===== src/rtl/cps_bus_slot_sched_pkg.sv =====
// cps_bus_pkg: owner codes, default line timing and one-hot reset values for the SDRAM bus timebase.
package cps_bus_pkg;

    typedef enum logic [1:0] {
        OWN_IDLE = 2'd0,
        OWN_VID  = 2'd1,
        OWN_M68K = 2'd2,
        OWN_Z80  = 2'd3
    } own_t;

    localparam int         DEF_LINE_CLKS  = 5148;
    localparam logic [8:0] DEF_SLOT_START = 9'h1BE;
    localparam logic [8:0] DEF_REF_FIRST  = 9'h1BE;
    localparam logic [8:0] DEF_REF_LAST   = 9'h1C1;

    localparam logic [3:0] CYC_RST = 4'b0001;
    localparam logic [3:0] ACC_RST = 4'b0001;

    function automatic logic in_ref(input logic [8:0] slot, input logic [8:0] first, input logic [8:0] last);
        return (slot >= first) && (slot <= last);
    endfunction

endpackage


===== src/rtl/cps_bus_slot_sched_arb.sv =====
// cps_bus_arb: picks the owner of the next bank access and pulses the CPU acks on the last clock of an access.
module cps_bus_arb
    import cps_bus_pkg::*;
(
    input  logic [3:0] i_acc,
    input  logic       i_ref,
    input  logic       i_m68k_req,
    input  logic       i_z80_req,
    input  logic       i_m68k_pend,
    input  logic       i_z80_pend,
    input  logic [1:0] i_own,
    input  logic       i_cyc3,
    output logic [1:0] o_own,
    output logic       o_m68k_ack,
    output logic       o_z80_ack
);

    logic w_m68k_ok;
    logic w_z80_ok;

    assign o_m68k_ack = i_cyc3 & (i_own == OWN_M68K);
    assign o_z80_ack  = i_cyc3 & (i_own == OWN_Z80);

    // A requester acked on this clock still shows req, so it is masked for the next access.
    assign w_m68k_ok = i_m68k_req & ~i_m68k_pend;
    assign w_z80_ok  = i_z80_req & ~i_z80_pend;

    always_comb begin
        o_own = i_ref                ? OWN_IDLE :
                (i_acc[0] | i_acc[3]) ? OWN_VID  :
                i_acc[1] ? (w_m68k_ok ? OWN_M68K : w_z80_ok  ? OWN_Z80  : OWN_IDLE) :
                i_acc[2] ? (w_z80_ok  ? OWN_Z80  : w_m68k_ok ? OWN_M68K : OWN_IDLE) :
                OWN_IDLE;
    end

endmodule


===== src/rtl/cps_bus_slot_sched.sv =====
// cps_bus_slot_sched: 81 MHz SDRAM bus timebase (clock/access/phase counters, line reset, refresh window)
// and per-access arbitration between video, 68000 and Z80.
module cps_bus_slot_sched
    import cps_bus_pkg::*;
#(
    parameter int         LINE_CLKS  = DEF_LINE_CLKS,
    parameter logic [8:0] SLOT_START = DEF_SLOT_START,
    parameter logic [8:0] REF_FIRST  = DEF_REF_FIRST,
    parameter logic [8:0] REF_LAST   = DEF_REF_LAST
) (
    input  logic       bus_clk,
    input  logic       bus_rst,
    output logic [3:0] ram_cyc,
    output logic [3:0] ram_acc,
    output logic [8:0] ram_slot,
    output logic       slot_rst,
    output logic       ram_ref,
    output logic [1:0] ram_own,
    input  logic       m68k_req,
    output logic       m68k_ack,
    input  logic       z80_req,
    output logic       z80_ack
);

    localparam int            CW       = $clog2(LINE_CLKS);
    localparam logic [CW-1:0] CNT_LAST = CW'(LINE_CLKS - 1);

    logic [CW-1:0] r_cnt;
    logic [3:0]    r_cyc;
    logic [3:0]    r_acc;
    logic [8:0]    r_slot;
    logic          r_ref;
    logic [1:0]    r_own;

    logic          w_last;
    logic [3:0]    w_cyc_nxt;
    logic [3:0]    w_acc_nxt;
    logic [8:0]    w_slot_nxt;
    logic          w_ref_nxt;
    logic [1:0]    w_own_nxt;
    logic          w_m68k_ack;
    logic          w_z80_ack;

    // Line end overrides the normal rotation so every line starts on a fresh phase.
    always_comb begin
        w_last     = r_cnt == CNT_LAST;
        w_cyc_nxt  = w_last ? CYC_RST : {r_cyc[2:0], r_cyc[3]};
        w_acc_nxt  = w_last ? ACC_RST : r_cyc[3] ? {r_acc[2:0], r_acc[3]} : r_acc;
        w_slot_nxt = w_last ? SLOT_START : (r_acc[3] & r_cyc[3]) ? r_slot + 9'd1 : r_slot;
        w_ref_nxt  = in_ref(w_slot_nxt, REF_FIRST, REF_LAST);
    end

    always_ff @(posedge bus_clk or posedge bus_rst) begin
        if (bus_rst) begin
            r_cnt  <= '0;
            r_cyc  <= CYC_RST;
            r_acc  <= ACC_RST;
            r_slot <= SLOT_START;
            r_ref  <= in_ref(SLOT_START, REF_FIRST, REF_LAST);
            r_own  <= OWN_IDLE;
        end else begin
            r_cnt  <= w_last ? '0 : r_cnt + 1'b1;
            r_cyc  <= w_cyc_nxt;
            r_acc  <= w_acc_nxt;
            r_slot <= w_slot_nxt;
            r_ref  <= w_ref_nxt;
            if (r_cyc[3])
                r_own <= w_own_nxt;
        end
    end

    cps_bus_arb u_arb (
        .i_acc      (w_acc_nxt),
        .i_ref      (w_ref_nxt),
        .i_m68k_req (m68k_req),
        .i_z80_req  (z80_req),
        .i_m68k_pend(w_m68k_ack),
        .i_z80_pend (w_z80_ack),
        .i_own      (r_own),
        .i_cyc3     (r_cyc[3]),
        .o_own      (w_own_nxt),
        .o_m68k_ack (w_m68k_ack),
        .o_z80_ack  (w_z80_ack)
    );

    assign ram_cyc  = r_cyc;
    assign ram_acc  = r_acc;
    assign ram_slot = r_slot;
    assign slot_rst = w_last;
    assign ram_ref  = r_ref;
    assign ram_own  = r_own;
    assign m68k_ack = w_m68k_ack;
    assign z80_ack  = w_z80_ack;

endmodule


===== config.mk =====
export PLATFORM = sky130hd
export DESIGN_NAME = cps_bus_slot_sched
export DESIGN_NICKNAME = d
export VERILOG_FILES = /design/src/rtl/cps_bus_slot_sched_pkg.sv /design/src/rtl/cps_bus_slot_sched_arb.sv /design/src/rtl/cps_bus_slot_sched.sv
export SDC_FILE = /design/constraint.sdc
export NUM_CORES = 1
export LEC_CHECK = 0
export ABC_AREA = 0
export BUFFER_PORTS_ARGS = -buffer_cell sky130_fd_sc_hd__buf_2
export CORE_MARGIN = 5
export CORE_UTILIZATION = 40
export CTS_BUF_LIST = sky130_fd_sc_hd__clkbuf_8
export CTS_CLUSTER_SIZE = 8
export DETAILED_ROUTE_END_ITERATION = 10
export HOLD_SLACK_MARGIN = 0.1
export SLEW_MARGIN = 40
export SYNTH_ARGS = -nofsm -noshare
export SYNTH_HDL_FRONTEND = slang
export SYNTH_SLANG_ARGS = --single-unit

===== constraint.sdc =====
create_clock -name bus_clk -period 1.9 [get_ports bus_clk]
set_input_delay 0.285 -clock bus_clk [delete_from_list [all_inputs] [get_ports bus_clk]]
set_output_delay 0.285 -clock bus_clk [all_outputs]
set_load 0.05 [all_outputs]

# After elaboration in Yosys (flattened, before gate mapping)
# Cells that the tools add are included.
# op_classes
add_sub_neg,2
n_lt_le_gt_ge,2
eq_ne,3
n_mux,14
bitwise_logic,8
n_reduce_logical,1
# op_table
operator,count
$mux W9,2
$mux W2,8
$add A13 B1 Y13 const B,1
$eq A13 B13 Y1 const B,1
$mux W13,1
$mux W4,3
$add A9 B1 Y9 const B,1
$ge A9 B9 Y1 const B,1
$le A9 B9 Y1 const B,1
$and A1 B1 Y1,5
$eq A2 B2 Y1 const B,2
$not A1 Y1,2
$logic_and A1 B1 Y1,1
$or A1 B1 Y1,1
# word_totals
reg_bits,33
inputBits,4
out_inout_bits,23
wordCells,36

# Depth between registers and ports, before layout
# depth
ltp_word,10
ltp_mapped,8
depth_no_buf,7

# Hierarchy
# From an unflattened synthesis, not the netlist that was laid out.
# unflattened
hier_cells,158
area_unflattened_um2,1647.8
# modules_own_cells
module,n_inst,cells_per_inst,area_each_um2,seq_area_each_um2
cps_bus_slot_sched,1,146,1584.0,838.3
cps_bus_arb,1,12,63.8,0.0

# Least setup slack after synthesis
# OpenSTA, ideal clock, no wires.
# synth_timing
path_kind,flip-flop to flip-flop
startpoint,register r_cnt[9]
endpoint,"register r_ref, in the netlist ram_ref"
setup_ns,0.067
arrival_time_ns,2.596
required_ns,1.833
slack_ns,-0.764
stages_incl_launch_ff,5
n_path_buf,0
synth_period_minus_slack_ns,2.664
path_cell_list,dfrtp_1 -> nor4b_1 -> nand4_1 -> nor4_1 -> or2_1
# synth_via
elab_chain_len,4
elab_cells_between_ends,5
cone_classes,2 x order compare; 1 x eq/ne; 1 x mux; 1 x reduce/logical
# synth_rtl
element,line_no,rtl
"start, declared",cps_bus_slot_sched.sv:28,logic [CW-1:0] r_cnt;
"start signal, assigned",cps_bus_slot_sched.sv:62,r_cnt <= w_last ? '0 : r_cnt + 1'b1;
$eq A13 B13 Y1 (*),cps_bus_slot_sched.sv:46,w_last = r_cnt == CNT_LAST;
net slot_rst,cps_bus_slot_sched.sv:16,"output logic slot_rst,"
$mux W9 (*),cps_bus_slot_sched.sv:49,w_slot_nxt = w_last ? SLOT_START : (r_acc[3] & r_cyc[3]) ? r_slot + 9'd1 : r_slot;
$ge A9 B9 Y1 / $le A9 B9 Y1 (equally long branches),cps_bus_slot_sched_pkg.sv:20,return (slot >= first) && (slot <= last);
$logic_and A1 B1 Y1 (*),cps_bus_slot_sched_pkg.sv:20,
net u_arb.i_ref,cps_bus_slot_sched_arb.sv:6,"input logic i_ref,"
"end signal, assigned",cps_bus_slot_sched.sv:59,"r_ref <= in_ref(SLOT_START, REF_FIRST, REF_LAST);"
"end signal, assigned",cps_bus_slot_sched.sv:66,r_ref <= w_ref_nxt;
"end, declared",cps_bus_slot_sched.sv:32,logic r_ref;
# The timed path passes the listed nets; every way through them passes the cells marked *.
# A chain may end at the register's enable or synchronous reset.

# Worst setup path in the final report
# layout_timing
startpoint,"register r_slot[1], in the netlist ram_slot[1]"
endpoint,"register r_ref, in the netlist ram_ref"
# layout_via
elab_chain_len,5
elab_cells_between_ends,6
cone_classes,1 x add/sub; 2 x order compare; 2 x mux; 1 x reduce/logical
# layout_rtl
element,line_no,rtl
"start, declared",cps_bus_slot_sched.sv:31,logic [8:0] r_slot;
"start signal, assigned",cps_bus_slot_sched.sv:65,r_slot <= w_slot_nxt;
$add A9 B1 Y9,cps_bus_slot_sched.sv:49,
$mux W9 (*) (2 in series),cps_bus_slot_sched.sv:49,
$ge A9 B9 Y1 / $le A9 B9 Y1 (equally long branches),cps_bus_slot_sched_pkg.sv:20,
$logic_and A1 B1 Y1 (*),cps_bus_slot_sched_pkg.sv:20,
net u_arb.i_ref,cps_bus_slot_sched_arb.sv:6,
# Marks and branches as above.

==> impl_metrics.json <==
{
  "stdcell_area_um2": 2210,
  "drt-vias-per-instance": 5.20,
  "drt_drc_violations_left": 0,
  "multiInputGateArea_um2": 876,
  "seqCellArea_um2": 845,
  "ys_async_sr_fraction_pct": 100,
  "predominant_post_synthesis_flop_cell": "sky130_fd_sc_hd__dfrtp_1",
  "post_drt_wl_per_cell_um": 14.4,
  "placeableCoreArea_um2": 4290,
  "die_area_um2": 5770,
  "cap_viol_max_count": 0,
  "nFillCells": 406,
  "area_delta_synth_final_pct": 26.7,
  "synth.distinct_cells": 44,
  "antenna_found_initial": 0,
  "gp_routability_congestion": 0.884,
  "drive_above_1_share_pct": 34.1,
  "rsz_0062_raised_after_global_routing": "true",
  "route.vias.total": 1415,
  "numPortBuffers": 26,
  "insertedDiodeCount": 0,
  "ys_seq_area_share_pct": 48.2,
  "skew_ns": 0.00579,
  "ctsLongestPathBuffers": 2,
  "drt_wl_total_mm": 3.92,
  "cts_htree_levels": 2,
  "timing_hold_violations_final": 0,
  "netlist.top_cell.by_area": "sky130_fd_sc_hd__dfrtp_1",
  "layout_common_cells": "sky130_fd_sc_hd__buf_2, sky130_fd_sc_hd__nand2_1, sky130_fd_sc_hd__dfrtp_1, sky130_fd_sc_hd__nor2_1, sky130_fd_sc_hd__buf_4",
  "synth_edf_count": 0,
  "postRouteAntennaNets": 0,
  "cts_made_buffers": 5,
  "fin_setup_tns_ns": 0,
  "drt-initial-drc-count": 65,
  "synth_area_per_cell_um2": 9.89,
  "critPathLaunchType": "flip-flop",
  "timing.final.crit_period_ns": 1.86,
  "row_count": 24,
  "tritoncts_clock_tree": "yes",
  "synth_fp_nets": 182,
  "grt_pass1_vias": 1386,
  "vdd.ir_drop.worst_uv": 446,
  "worst_ep_required_time_ns": 2.11,
  "insertion_delay_ns": 0.28,
  "grt_max_degree": 34,
  "floorplan.die.width_um": 76.0,
  "synth_area_um2": 1740,
  "crit_fanout": 4,
  "period_share_pct": 98.0,
  "timing.final.setup_violations": 0,
  "final_max_slew_viol_count": 0,
  "num_io_pins": 27,
  "place.detailed.hpwl_mm": 2.76,
  "max_slew.worst_pin.slew_ns": 0.406,
  "cells_after_synthesis": 176,
  "detail_route.first_pass.iterations": 6,
  "detailed_place.area_um2": 2020,
  "grt_util_all_layers_pct": 13.5,
  "run_status": "complete, no violations",
  "arrival_time_at_the_worst_endpoint_ns": 2.07,
  "fmax_ghz": 0.537,
  "leakage_nw": 1.05,
  "max-slew-margin-rel_pct": 72.5,
  "class_of_the_tightest_hold_or_removal_check": "input port to flip-flop",
  "postSynthRegisterBits": 33,
  "initial_core_util_pct": 40.5,
  "grt_pass1_wl_mm": 6.42,
  "globalRouteOverflowTotal": 0,
  "dpl_worst_slack_ns": 0.00116,
  "finalWorstSetupSlack_ns": 0.0378,
  "critical_path_class": "flip-flop to flip-flop",
  "power.density_nw_per_um2": 637,
  "post-route-util_pct": 51.4,
  "synthesis_warnings": 0,
  "crit_path_end_kind": "flip-flop",
  "post-synth-top-area-fraction_pct": 33.1,
  "tritoncts_num_sinks": 33,
  "cts.clk_slew.worst_paths_ns": 0.07,
  "die_ht_um": 76.0,
  "final_common_cell": "sky130_fd_sc_hd__buf_2",
  "nets_final": 225,
  "top_cells_by_area_synth": "sky130_fd_sc_hd__dfrtp_1, sky130_fd_sc_hd__dfstp_2, sky130_fd_sc_hd__xnor2_1, sky130_fd_sc_hd__nand2_1, sky130_fd_sc_hd__xor2_1",
  "clock_tree.root_cell": "sky130_fd_sc_hd__clkbuf_8"
}
-- cell families (layout without fill, tap and decap cells) --
logic type / count (synthesis) / in the layout / share of synthesized area, %
xor+xnor: 20 / 20 / 10.1
fa+ha+maj: 2 / 2 / 1.44
compound gates: 20 / 20 / 8.77
simple gates: 83 / 83 / 25.0
mux: 3 / 3 / 1.73
flops: 33 / 33 / 48.2
buf+inv: 15 / 59 / 4.82
-- where the power goes --
part | leakage (nW) | total [W] | internal (W) | switching [W]
Clock | 0.0574 | 0.000679 | 0.000426 | 0.000253
Sequential | 0.408 | 0.000703 | 0.000703 | 0
Combinational | 0.581 | 0.0000222 | 0.00000632 | 0.0000159
-- area by class of cell --
| type | count | share of cell area [%] |
|---|---|---|
| multi-input combinational | 128 | 39.7 |
| sequential | 33 | 38.3 |
| timing repair buffer | 44 | 12.4 |
| clock buffer | 6 | 3.74 |
| tap | 52 | 2.95 |
| clock inverter | 2 | 1.70 |
| inverter | 7 | 1.19 |
-- path summary, 6_finish.rpt --
| check | start | endpoint | slack [ns] | cells after the start |
|---|---|---|---|---|
| min | z80_req | ram_own[1] | 0.47 | 5 |
| min in group asynchronous | bus_rst | ram_own[0] | 0.64 | 4 |
| max in group asynchronous | bus_rst | ram_ref | 0.94 | 4 |
| max | ram_slot[1] | ram_ref | 0.04 | 8 |
| max reg2reg | ram_slot[1] | ram_ref | 0.04 | 8 |
| min reg2reg | ram_cyc[1] | ram_cyc[2] | 0.48 | 1 |
-- cells in the mapped netlist (2+ instances only) --
master and n:
sky130_fd_sc_hd__nand4_1 5, sky130_fd_sc_hd__mux2i_1 3, sky130_fd_sc_hd__o2bb2ai_1 2, sky130_fd_sc_hd__clkbuf_1 3
sky130_fd_sc_hd__and4_1 2, sky130_fd_sc_hd__and3_1 2, sky130_fd_sc_hd__buf_6 3, sky130_fd_sc_hd__xnor2_1 12
sky130_fd_sc_hd__dfrtp_1 23, sky130_fd_sc_hd__nor2_1 18, sky130_fd_sc_hd__nand3b_1 4, sky130_fd_sc_hd__inv_1 7
sky130_fd_sc_hd__o21ai_0 3, sky130_fd_sc_hd__xor2_1 8, sky130_fd_sc_hd__dfstp_2 10, sky130_fd_sc_hd__and2_1 6
sky130_fd_sc_hd__nor4_1 3, sky130_fd_sc_hd__nand3_1 10, sky130_fd_sc_hd__nor4b_1 2, sky130_fd_sc_hd__ha_1 2
sky130_fd_sc_hd__nand2_1 21, sky130_fd_sc_hd__a21oi_1 5
-- critical path: stages, from the launching register on --
cell	delay, ns
sky130_fd_sc_hd__dfstp_4	0.64
sky130_fd_sc_hd__ha_4	0.15
sky130_fd_sc_hd__nand4_4	0.12
sky130_fd_sc_hd__nor2_4	0.15
sky130_fd_sc_hd__buf_4	0.13
sky130_fd_sc_hd__xor2_1	0.17
sky130_fd_sc_hd__a211oi_2	0.06
sky130_fd_sc_hd__a2bb2oi_2	0.15
sky130_fd_sc_hd__or2_1	0.21
-- per-layer routing --
| layer | GRT usage (%) | routed length, um |
|---|---|---|
| met2 | 21.7 | 2050 |
| met4 | 7.30 | 77 |
| met5 | 0 | 0 |
| met1 | 15.8 | 1590 |
| met3 | 4.74 | 197 |
-- stage by stage --
stage,total power [W],cells,hold WS (ns)
finish,0.00140,272,0.474
global route,0.00146,272,0.519
CTS,0.00143,269,0.449
detailed placement,0.000738,259,0.393
global placement,0.000737,259,0.387
floorplan,0.000728,176,0.406
-- repair_timing --
item                                    CTS  global route
buffers inserted                          1             3
pin swaps                                 5             6
hold endpoints to repair                 23             0
resized for setup                         2             3
hold buffers                              1             0
endpoints found under the setup margin    3             5
-- state kept, by name (all words and copies together), names as in the netlist --
signal	cells
r_cnt	13
ram_acc	4
ram_cyc	4
ram_own	2
ram_ref	1
ram_slot	9
No activity file was read; power rests on OpenSTA's default activity.
